`src/rtl/bp_pkg.sv`:
```
// Shared types and constants for the branch-prediction controller.
package bp_pkg;

    localparam logic [31:0] PC_INC = 32'd4;
    localparam logic [31:0] RST_PC = 32'd0;

    // Prediction state carried alongside an instruction through IF/ID and ID/EX.
    typedef struct packed {
        logic        valid;
        logic [31:0] pc;
        logic        pred;
        logic [31:0] npc_pred;
    } bp_stage_t;

endpackage

```
`src/rtl/bp_ctrl_if.sv`:
```
// Fetch/execute-side signal bundle of the branch-prediction controller.
interface bp_ctrl_if #(
    parameter int unsigned CNT_W = 32
);
    // Fetch side
    logic [31:0]      PCF;
    logic             PredF;
    logic [31:0]      NPC_PredF;
    // Pipeline control
    logic             StallD;
    logic             StallE;
    logic             FlushD_ext;
    logic             FlushE_ext;
    // Execute-side resolution
    logic             IsBranchE;
    logic             BranchE;
    logic [31:0]      BrNPC;
    // Outputs
    logic [31:0]      NPC;
    logic [31:0]      PCE;
    logic             PredE;
    logic [31:0]      NPC_PredE;
    logic             FlushD_br;
    logic             FlushE_br;
    logic             MispredE;
    logic [CNT_W-1:0] BrCnt;
    logic [CNT_W-1:0] MispredCnt;

    modport master (
        output PCF, PredF, NPC_PredF, StallD, StallE, FlushD_ext, FlushE_ext,
        output IsBranchE, BranchE, BrNPC,
        input  NPC, PCE, PredE, NPC_PredE, FlushD_br, FlushE_br, MispredE,
        input  BrCnt, MispredCnt
    );

    modport slave (
        input  PCF, PredF, NPC_PredF, StallD, StallE, FlushD_ext, FlushE_ext,
        input  IsBranchE, BranchE, BrNPC,
        output NPC, PCE, PredE, NPC_PredE, FlushD_br, FlushE_br, MispredE,
        output BrCnt, MispredCnt
    );

endinterface

```
`src/rtl/bp_stage_reg.sv`:
```
// One pipeline stage of prediction state; priority is reset > flush > stall > bubble > load.
module bp_stage_reg
    import bp_pkg::*;
(
    input  logic      clk,
    input  logic      rst,
    input  logic      stall,
    input  logic      flush,
    input  logic      bubble,
    input  bp_stage_t d,
    output bp_stage_t q
);

    localparam bp_stage_t StageClr = '{valid: 1'b0, pc: RST_PC, pred: 1'b0, npc_pred: 32'd0};

    bp_stage_t stage_q, stage_d;

    // Next-state: flush beats stall; a non-stalled bubble inserts an empty slot.
    always_comb begin
        stage_d = stage_q;
        if (flush) begin
            stage_d = StageClr;
        end else if (!stall) begin
            stage_d = bubble ? StageClr : d;
        end
    end

    // State register with synchronous reset.
    always_ff @(posedge clk) begin
        if (rst) stage_q <= StageClr;
        else     stage_q <= stage_d;
    end

    assign q = stage_q;

endmodule

```
`src/rtl/bp_ctrl.sv`:
```
// Branch-prediction controller: carries predictions to EX, resolves mispredicts,
// selects the next fetch PC and keeps saturating branch/mispredict counters.
module bp_ctrl
    import bp_pkg::*;
#(
    parameter int unsigned CNT_W = 32
) (
    input logic     clk,
    input logic     rst,
    bp_ctrl_if.slave bus
);

    bp_stage_t d_in, d_q, e_q;
    logic      pred_e, res, mis_nt, mis_t, mispred;
    logic [31:0] pce_inc, pcf_inc;
    logic [CNT_W-1:0] br_cnt_q, br_cnt_d, mis_cnt_q, mis_cnt_d;

    assign d_in = '{valid: 1'b1, pc: bus.PCF, pred: bus.PredF, npc_pred: bus.NPC_PredF};

    bp_stage_reg u_stage_d (
        .clk    (clk),
        .rst    (rst),
        .stall  (bus.StallD),
        .flush  (bus.FlushD_ext | mispred),
        .bubble (1'b0),
        .d      (d_in),
        .q      (d_q)
    );

    // A stalled D feeding a moving E must not duplicate the instruction.
    bp_stage_reg u_stage_e (
        .clk    (clk),
        .rst    (rst),
        .stall  (bus.StallE),
        .flush  (bus.FlushE_ext | mispred),
        .bubble (bus.StallD),
        .d      (d_q),
        .q      (e_q)
    );

    // Resolution: only a valid, non-stalled EX instruction may redirect or count.
    always_comb begin
        pred_e  = e_q.valid & e_q.pred;
        res     = e_q.valid & ~bus.StallE;
        mis_nt  = res & pred_e & ~(bus.IsBranchE & bus.BranchE);
        mis_t   = res & bus.IsBranchE & bus.BranchE &
                  (~pred_e | (e_q.npc_pred != bus.BrNPC));
        mispred = mis_nt | mis_t;
    end

    // Next fetch PC: EX redirects beat the fetch-stage prediction.
    always_comb begin
        pce_inc = e_q.pc + PC_INC;
        pcf_inc = bus.PCF + PC_INC;
        if (mis_t)            bus.NPC = bus.BrNPC;
        else if (mis_nt)      bus.NPC = pce_inc;
        else if (bus.PredF)   bus.NPC = bus.NPC_PredF;
        else                  bus.NPC = pcf_inc;
    end

    // Counter next-state, holding at all-ones.
    always_comb begin
        br_cnt_d  = br_cnt_q;
        mis_cnt_d = mis_cnt_q;
        if (res && bus.IsBranchE && (br_cnt_q != '1)) br_cnt_d  = br_cnt_q + CNT_W'(1);
        if (mispred && (mis_cnt_q != '1))             mis_cnt_d = mis_cnt_q + CNT_W'(1);
    end

    // Counter registers with synchronous reset.
    always_ff @(posedge clk) begin
        if (rst) begin
            br_cnt_q  <= '0;
            mis_cnt_q <= '0;
        end else begin
            br_cnt_q  <= br_cnt_d;
            mis_cnt_q <= mis_cnt_d;
        end
    end

    assign bus.PCE        = e_q.pc;
    assign bus.PredE      = pred_e;
    assign bus.NPC_PredE  = e_q.npc_pred;
    assign bus.FlushD_br  = mispred;
    assign bus.FlushE_br  = mispred;
    assign bus.MispredE   = mispred;
    assign bus.BrCnt      = br_cnt_q;
    assign bus.MispredCnt = mis_cnt_q;

endmodule

```
`src/flat_wrapper.sv`:
```
// flat-port wrapper written by rule: the top's interface ports become plain ports
module bp_ctrl_flat import bp_pkg::*;
#(
    parameter int unsigned CNT_W = 32
)
  (clk, rst, bus_PCF, bus_PredF, bus_NPC_PredF, bus_StallD, bus_StallE, bus_FlushD_ext, bus_FlushE_ext, bus_IsBranchE, bus_BranchE, bus_BrNPC, bus_NPC, bus_PCE, bus_PredE, bus_NPC_PredE, bus_FlushD_br, bus_FlushE_br, bus_MispredE, bus_BrCnt, bus_MispredCnt);
  bp_ctrl_if #(.CNT_W(CNT_W)) bus_i ();
  input logic clk;
  input logic rst;
  input wire logic [$bits(bus_i.PCF)-1:0] bus_PCF;
  input wire logic [$bits(bus_i.PredF)-1:0] bus_PredF;
  input wire logic [$bits(bus_i.NPC_PredF)-1:0] bus_NPC_PredF;
  input wire logic [$bits(bus_i.StallD)-1:0] bus_StallD;
  input wire logic [$bits(bus_i.StallE)-1:0] bus_StallE;
  input wire logic [$bits(bus_i.FlushD_ext)-1:0] bus_FlushD_ext;
  input wire logic [$bits(bus_i.FlushE_ext)-1:0] bus_FlushE_ext;
  input wire logic [$bits(bus_i.IsBranchE)-1:0] bus_IsBranchE;
  input wire logic [$bits(bus_i.BranchE)-1:0] bus_BranchE;
  input wire logic [$bits(bus_i.BrNPC)-1:0] bus_BrNPC;
  output wire logic [$bits(bus_i.NPC)-1:0] bus_NPC;
  output wire logic [$bits(bus_i.PCE)-1:0] bus_PCE;
  output wire logic [$bits(bus_i.PredE)-1:0] bus_PredE;
  output wire logic [$bits(bus_i.NPC_PredE)-1:0] bus_NPC_PredE;
  output wire logic [$bits(bus_i.FlushD_br)-1:0] bus_FlushD_br;
  output wire logic [$bits(bus_i.FlushE_br)-1:0] bus_FlushE_br;
  output wire logic [$bits(bus_i.MispredE)-1:0] bus_MispredE;
  output wire logic [$bits(bus_i.BrCnt)-1:0] bus_BrCnt;
  output wire logic [$bits(bus_i.MispredCnt)-1:0] bus_MispredCnt;
  assign bus_i.PCF = bus_PCF;
  assign bus_i.PredF = bus_PredF;
  assign bus_i.NPC_PredF = bus_NPC_PredF;
  assign bus_i.StallD = bus_StallD;
  assign bus_i.StallE = bus_StallE;
  assign bus_i.FlushD_ext = bus_FlushD_ext;
  assign bus_i.FlushE_ext = bus_FlushE_ext;
  assign bus_i.IsBranchE = bus_IsBranchE;
  assign bus_i.BranchE = bus_BranchE;
  assign bus_i.BrNPC = bus_BrNPC;
  assign bus_NPC = bus_i.NPC;
  assign bus_PCE = bus_i.PCE;
  assign bus_PredE = bus_i.PredE;
  assign bus_NPC_PredE = bus_i.NPC_PredE;
  assign bus_FlushD_br = bus_i.FlushD_br;
  assign bus_FlushE_br = bus_i.FlushE_br;
  assign bus_MispredE = bus_i.MispredE;
  assign bus_BrCnt = bus_i.BrCnt;
  assign bus_MispredCnt = bus_i.MispredCnt;
  bp_ctrl #(.CNT_W(CNT_W)) u_core (.clk(clk), .rst(rst), .bus(bus_i));
endmodule
```
`config.mk`:
```
export PLATFORM = sky130hd
export DESIGN_NAME = bp_ctrl_flat
export DESIGN_NICKNAME = d
export VERILOG_FILES = /design/src/rtl/bp_pkg.sv /design/src/rtl/bp_ctrl_if.sv /design/src/rtl/bp_stage_reg.sv /design/src/rtl/bp_ctrl.sv /design/src/flat_wrapper.sv
export SDC_FILE = /design/constraint.sdc
export NUM_CORES = 1
export LEC_CHECK = 0
export ABC_AREA = 0
export BUFFER_PORTS_ARGS = -buffer_cell sky130_fd_sc_hd__buf_2
export CORE_MARGIN = 8
export CORE_UTILIZATION = 55
export CTS_BUF_LIST = sky130_fd_sc_hd__clkbuf_4
export CTS_CLUSTER_DIAMETER = 100
export DETAILED_ROUTE_END_ITERATION = 6
export GPL_ROUTABILITY_DRIVEN = 0
export GPL_TIMING_DRIVEN = 1
export HOLD_SLACK_MARGIN = 0.06
export PLACE_DENSITY = 0.86
export SETUP_SLACK_MARGIN = 0.2
export SLEW_MARGIN = 20
export SYNTH_ARGS = -nofsm -noshare
export SYNTH_HDL_FRONTEND = slang
export SYNTH_SLANG_ARGS = --single-unit
```
`constraint.sdc`:
```
create_clock -name clk -period 4.45 [get_ports clk]
set_input_delay 0 -clock clk [delete_from_list [all_inputs] [get_ports clk]]
set_output_delay 0 -clock clk [all_outputs]
set_load 0.01 [all_outputs]
```
# == Yosys cells after proc, flatten, opt, wreduce, memory -nomap -nowiden ==
# Cells that the tools add are included.
# word_totals
ff_bits,196
inputBits,105
output_inout_bits,164
word_cells,41
# op_classes
reduce_logical,5
n_bitwise,15
muxes,4
n_eq_ne,3
n_addsub,4
# ops
cell,count
32-bit 2-to-1 mux,3
66-bit 2-to-1 mux,1
32-bit by 1-bit adder with 32-bit output (second input constant),2
32-bit by 3-bit adder with 32-bit output (second input constant),2
32-bit != test (second input constant),2
32-bit != test,1
1-bit bitwise AND,8
1-bit bitwise OR,4
2-bit OR reduction,2
1-bit logical AND,3
1-bit NOT,3

# == Logic depth before layout (Yosys ltp) ==
# Gate-level depths: netlist (run 1).
# depth
word_depth,8
mapped_depth,11
mapped_depth_nobuf,8

# == Modules after synthesis ==
# Synthesis (run 1) repeated with hierarchy kept, for this count alone.
# unflattened
hier_cells,1347
area_unflattened_um2,10776.6
# by_module_without_submodules
mod,seq_area_each_um2,area_per_inst_um2,cells_each,instances
bp_ctrl,1281.2,5521.5,761,1
bp_stage_reg,1321.3,2627.5,293,2

# == Least setup slack after synthesis (run 1) ==
# No wires, ideal clock.
# synth_path
path_type,reg2reg
start,reg u_core.u_stage_e.stage_q (netlist bit u_core.u_stage_e.q[13])
end,reg u_core.u_stage_d.stage_q (netlist bit u_core.u_stage_d.q[22])
path_slack_ps,2018
arrival_ps,2368
stages_incl_launch_ff,11
required_time_ps,4386
cell_sequence,dfxtp_1 xor2_1 nor4_1 nand4_1 or4b_4 nand2_4 inv_2 or3_4 buf_6 buf_12 nor2_4
# synth_between
elab_chain_cells,6
# synth_rtl
item,line_no,source
from (decl),bp_stage_reg.sv:16,"bp_stage_t stage_q, stage_d;"
from (signal assigned),bp_stage_reg.sv:30,if (rst) stage_q <= StageClr;
from (signal assigned),bp_stage_reg.sv:31,else stage_q <= stage_d;
32-bit != test,bp_ctrl.sv:47,(~pred_e | (e_q.npc_pred != bus.BrNPC));
1-bit bitwise OR,bp_ctrl.sv:47,
1-bit bitwise AND,bp_ctrl.sv:46,mis_t = res & bus.IsBranchE & bus.BranchE &
1-bit bitwise OR,bp_ctrl.sv:48,mispred = mis_nt | mis_t;
named net bus_FlushD_br,flat_wrapper.sv:24,output wire logic [$bits(bus_i.FlushD_br)-1:0] bus_FlushD_br;
1-bit bitwise OR,bp_ctrl.sv:24,".flush (bus.FlushD_ext | mispred),"
2-bit OR reduction (no source line),n/a,
to (signal assigned),bp_stage_reg.sv:30,
to (signal assigned),bp_stage_reg.sv:31,
to (decl),bp_stage_reg.sv:16,
# The timed path passes the listed nets, and every way through them passes these cells.
# A chain may end at the register's enable or synchronous reset.

# == Worst setup path in the final report (run 1) ==
# layout_path
start,reg u_core.u_stage_e.stage_q (netlist bit u_core.u_stage_e.q[35])
end,out bus_NPC[28]
# layout_between
elab_chain_cells,3
# layout_rtl
item,line_no,source
32-bit by 3-bit adder with 32-bit output,bp_ctrl.sv:53,pce_inc = e_q.pc + PC_INC;
32-bit 2-to-1 mux,bp_ctrl.sv:56,else if (mis_nt) bus.NPC = pce_inc;
32-bit 2-to-1 mux,bp_ctrl.sv:55,if (mis_t) bus.NPC = bus.BrNPC;
to (decl),flat_wrapper.sv:20,output wire logic [$bits(bus_i.NPC)-1:0] bus_NPC;
# No other way between the ends.

==> results of run 1 <==
-- area by class of cell --
cell class | count | area (um2)
multi-input combinational | 921 | 6280
inverter | 18 | 67.6
tap | 270 | 338
fill | 1634 | 7030
sequential | 196 | 3920
clock buffer | 18 | 135
antenna | 2 | 5.00
clock inverter | 14 | 175
timing repair buffer | 351 | 2150
-- path summary, 6_finish.rpt --
path	depth (start not counted)	slack (ns)	endpoint
max	9	0.86	bus_NPC[28]
min	7	0.13	u_core.bus.MispredCnt[2]
max reg2reg	9	1.07	u_core.u_stage_d.q[17]
min reg2reg	2	0.46	u_core.u_stage_d.q[65]
-- layer usage --
metal	global-route usage [%]	wire [um]	part of all wire (%)	vias up
li1	-	-	-	4886
met1	33.6	13900	38	4926
met2	46.7	17300	48	507
met3	6.30	3200	8.8	97
met4	16.3	1890	5.2	0
met5	0	0	0	-
-- flip-flops by register name, summed over array words and instances (netlist names) --
name                   flops
u_core.u_stage_d.q        66
u_core.u_stage_e.q        66
u_core.bus.BrCnt          32
u_core.bus.MispredCnt     32
-- report_power, final --
group | internal [uW] | total [uW] | switching, uW | leakage (uW)
Combinational | 190 | 467 | 277 | 0.00337
Clock | 402 | 1060 | 657 | 0.000155
Sequential | 1780 | 1790 | 16.1 | 0.00158
Total | 2370 | 3320 | 950 | 0.00511
-- cell families after synthesis --
group,synth area share [%]
mux,7.18
compound gates,12.8
simple gates,26.9
fa+ha+maj,0.447
xor+xnor,8.61
buf+inv,8.99
flops,35.1
-- worst max-delay path: cells and delay by family (launching register included) --
family,cells,cell delay (ns)
simple gates,4,1.39
compound gates,2,0.56
flops,1,0.47
fa+ha+maj,1,0.24
buf+inv,1,0.22
xor+xnor,1,0.10
-- cells in the final DEF (no fill, tap or decap), types with 3 or more instances in the layout --
cell type        n
nor3_1          22
xnor2_1         53
dfxtp_1        196
mux2i_1         69
o21ai_0         66
nor2_4          81
clkinvlp_4       4
clkbuf_4        18
a211oi_1         7
and4_1          16
nand2_1         87
ha_1             4
o211ai_1        11
and3_1          17
or4_1            4
dlygate4sd3_1   72
a22oi_1         66
inv_1           16
and2_1          12
mux2_2          10
a21oi_1         47
o31ai_1          7
xor2_1          57
inv_6            3
nor2b_1          5
nand4_1         29
a21o_1           6
bufinv_16        3
nor2_1         116
or3_1           34
nor4_1          19
buf_2          267
nand3_1         48
buf_4           12
-- through the flow --
step | setup slack [ns] | utilization [%] | total power, uW | hold WS [ns]
after floorplan | 2.02 | - | 2090 | 0.111
after global placement | 1.27 | 59.9 | 2230 | 0.253
after detailed placement | 1.14 | 59.9 | 2240 | 0.264
after CTS | 0.934 | 65.0 | 3310 | 0.0965
after global routing | 0.716 | 65.0 | 3430 | 0.126
final | 0.855 | 65.0 | 3320 | 0.128
==> impl_metrics.ini, run 1 <==
[critical_path]
worstPathMaxFanout = 6
r2r-start = u_core.u_stage_e.q[3]
slowest_stage = or4_1
setup.worst_path.start = u_core.u_stage_e.q[35]
arrival_ns = 3.59
cp-start-kind = register
path_cells = ha_1 -> and3_1 -> nand2_1 -> or4_1 -> nor3_1 -> xnor2_1 -> a22o_1 -> o31ai_1 -> buf_2
required_ns = 4.45
critPathCaptureType = output pin
crit_type = register to output pin
slowest_delay_ns = 0.67

[drt]
wire_per_inst_um = 20.3
vias_per_cell = 5.82
ant_nets = 0
routed_wl_um = 36300
first_pass_iters = 5
drt_iter0_markers = 729
via_count = 10400
drc_errors = 0

[die]
ios = 269
die_h_um = 159
die_x_um = 159
coreArea_um2 = 20100
rows = 52
dieArea_um2 = 25200
start_util_pct = 55.7

[synthesis]
yosysWarnings = 0
ys_seq_area_share_pct = 35.1
syn_nets = 1389
netlist_top_cells_count = dfxtp_1 (196), nor2_1 (117), nand2_1 (87)
syn_avg_cell_area_um2 = 8.74
yosys-top-cells-area = dfxtp_1 (35%), nor2_4 (8.1%), mux2i_1 (6.2%)
synth_flop_cell = dfxtp_1
yosys.area.top_type_share_pct = 35.1
synth_area_um2 = 11200
synthCells = 1280
synth_top_area_cell = dfxtp_1
synth_cell_types = 54
synth_edf_count = 0
synth_seq_cells = 196
yosysMostFrequentCell = dfxtp_1
synthArstFlopShare_pct = 0

[clock_network]
cts-root-buf = clkbuf_4
cts_hold_buf = 72
htreeDepth = 4
path_clk_slew_ns = 0.16
cts_setup_buffers = 0
cts_buffers = 17
clockBufferDepth = 2
cts_resized = 0
tritoncts = built
clk_latency_ns = 0.63
cts_sinks = 196

[power]
powerDensity_nw_per_um2 = 254
ir_drop_v = 0.000199
p_leak_uw = 0.00511

[sta]
tns_ns = 0
fmax_ghz = 0.278
final.min_clock_period_ns = 3.59
slew_violations = 0
max_slew.worst_pin.slew_ns = 1.12
maxSlewHeadroom_pct = 25.1
hold_viol = 0
rsz0062_at_grt = no
fin_skew_ns = 0.0256
setup_viol = 0
fin_crit_sh_pct = 80.8

[final_layout]
stdcell_area_um2 = 13100
finalNonFillerCells = 1790
syn2layout_area_growth_pct = 16.8
drive_gt1_share_pct = 27.0
nNetsFinal = 1614

[run]
cap_violations = 0

[global_route]
antenna_found_initial = 1
grt_pass1_vias = 10000
grt.total_usage_pct = 28.4
grt_pass1_wl_um = 55300
grt_max_degree = 70
gr-total-overflow = 0

[placement]
dp_hpwl_um = 26600
placed_cells = 1684
portBuffers = 268
post_dp_cell_area_um2 = 12000

[run_status]
status = finished, final reports clean

[min_path]
hold_path_class = input port to register
worstHoldStart = bus_StallE
Note: power is estimated with default switching activity, not from simulation.
==> run 2: changes to the inputs <==
Settings changed: CORE_UTILIZATION 55 to 51, PLACE_DENSITY 0.86 to 0.84.
Clock period 4.45 ns to 3.11 ns, I/O delays scaled along.
==> run 2 against run 1 <==
Against the previous run: power is 43% higher; global-route usage is 0.93 points lower; cell count is 3.4% higher; critical path depth stayed put; largest cell class unchanged.
==> impl_metrics.ini, run 2 (synthesis gave the netlist of run 1 again) <==
[run_status]
status = finished, final reports clean

[drt]
ant_nets = 0
vias_per_cell = 5.94
via_count = 11000
routed_wl_um = 39100
drc_errors = 0
first_pass_iters = 7
drt_iter0_markers = 1325
wire_per_inst_um = 21.1

[clock_network]
cts_sinks = 196
clockBufferDepth = 2
htreeDepth = 4
tritoncts = built
clk_latency_ns = 0.61
path_clk_slew_ns = 0.17
cts-root-buf = clkbuf_4
cts_buffers = 17

[power]
p_clk_share_pct = 30.5
swShare_pct = 29.2
ir_drop_v = 0.000247
p_leak_uw = 0.00542
internal-power_uw = 3370
powerDensity_nw_per_um2 = 345
net-switching-power_uw = 1390
p_seq_share_pct = 53.9
combPwrFrac_pct = 15.6

[global_route]
grt_max_degree = 70
grt_pass1_wl_um = 58500
gr-total-overflow = 0
grt_pass1_vias = 10500
grt.total_usage_pct = 27.5
antenna_found_initial = 1

[critical_path]
required_ns = 3.11
arrival_ns = 2.96
worstPathMaxFanout = 4
cp-start-kind = register
crit_type = register to output pin
critPathCaptureType = output pin

[die]
dieArea_um2 = 26900
rows = 54
coreArea_um2 = 21700
die_h_um = 164
start_util_pct = 51.6
ios = 269
die_x_um = 164

[final_layout]
drive_gt1_share_pct = 30.4
stdcell_area_um2 = 13800
final_common_cell = buf_2
syn2layout_area_growth_pct = 23.3
final_cell_mix = buf_2 (267), dfxtp_1 (184), nor2_1 (113)
final.fill_count = 1750
nNetsFinal = 1666
postLayoutCoreUtil_pct = 63.6

[sta]
fmax_ghz = 0.337
final.min_clock_period_ns = 2.96
maxSlewHeadroom_pct = 42.3
rsz0062_at_grt = yes
max_slew.worst_pin.slew_ns = 0.865
fin_crit_sh_pct = 95.3
fin_skew_ns = 0.0300
hold_viol = 0
setup_viol = 0
tns_ns = 0
slew_violations = 0

[placement]
portBuffers = 268
dp_hpwl_um = 27200
post_dp_cell_area_um2 = 12200

[min_path]
hold_path_class = input port to register

[run]
cap_violations = 0
-- run 2: cell count changes in the layout (fill, tap and decap cells not counted), sizes merged --
| cell | change |
|---|---|
| buf | +26 |
| dlygate4sd3 | +23 |
| a21oi | +2 |
| clkbuf | +2 |
| clkinvlp | -2 |
| bufinv | -1 |
| clkinv | +1 |
| diode | -1 |
| inv | +1 |
-- run 2: cell type report --
cell class                 count  area (um2)  area share, %
multi-input combinational    923        6460           46.8
sequential                   196        3950           28.6
timing repair buffer         401        2670           19.3
tap                          280         350           2.54
clock inverter                13         150           1.09
clock buffer                  19         143           1.03
inverter                      18        70.1          0.508
antenna                        1        2.50         0.0181
-- run 2: worst paths after layout --
kind / slack (ns) / to / cells past startpoint / startpoint
setup / recovery: 0.15 / bus_NPC[28] / 9 / u_core.u_stage_e.q[35]
hold / removal: 0.13 / u_core.bus.BrCnt[18] / 6 / bus_StallE
setup reg to reg: 0.27 / u_core.u_stage_e.q[10] / 9 / u_core.u_stage_e.q[11]
hold reg to reg: 0.46 / u_core.u_stage_d.q[65] / 2 / u_core.u_stage_d.q[65]
-- run 2: worst max-delay path: stages, from the launching register on --
cell and delay (ns):
dfxtp_4 0.41, ha_4 0.14, and3_4 0.23, nand2_4 0.06, or4_4 0.58, nor3_4 0.14
xnor2_1 0.09, a22o_1 0.22, o31ai_2 0.28, buf_2 0.20
-- run 2: metal layers --
metal	vias to the layer above	track usage, %	share of wire (%)
met5	-	0	0
met4	0	13.6	5.1
met3	157	7.42	10
met2	650	44.9	47
met1	5192	32.7	38
li1	4998	-	-
-- run 2: what timing repair did --
item	CTS	global route
endpoints found under the setup margin	167	56
buffers inserted	9	8
hold buffers	95	0
hold endpoints to repair	79	0
gates cloned	1	2
pin swaps	10	10
gates resized for setup	35	20
-- run 2: power groups by stage --
stage | logic [uW] | registers [uW] | clock network [uW]
after floorplan | 374 | 2610 | 0
after global placement | 587 | 2620 | 0
after detailed placement | 595 | 2620 | 0
after CTS | 704 | 2560 | 1460
after global routing | 775 | 2570 | 1560
final | 743 | 2560 | 1450
-- run 2: metrics by stage --
stage | total power [uW] | cells | hold WS [ns] | setup slack [ns]
floorplan | 2990 | 1280 | 0.111 | 0.678
global placement | 3200 | 1703 | 0.256 | 0.00830
detailed placement | 3210 | 1703 | 0.257 | -0.0261
CTS | 4720 | 1840 | 0.112 | 0.162
global route | 4900 | 1851 | 0.171 | 0.0459
finish | 4750 | 1851 | 0.131 | 0.146
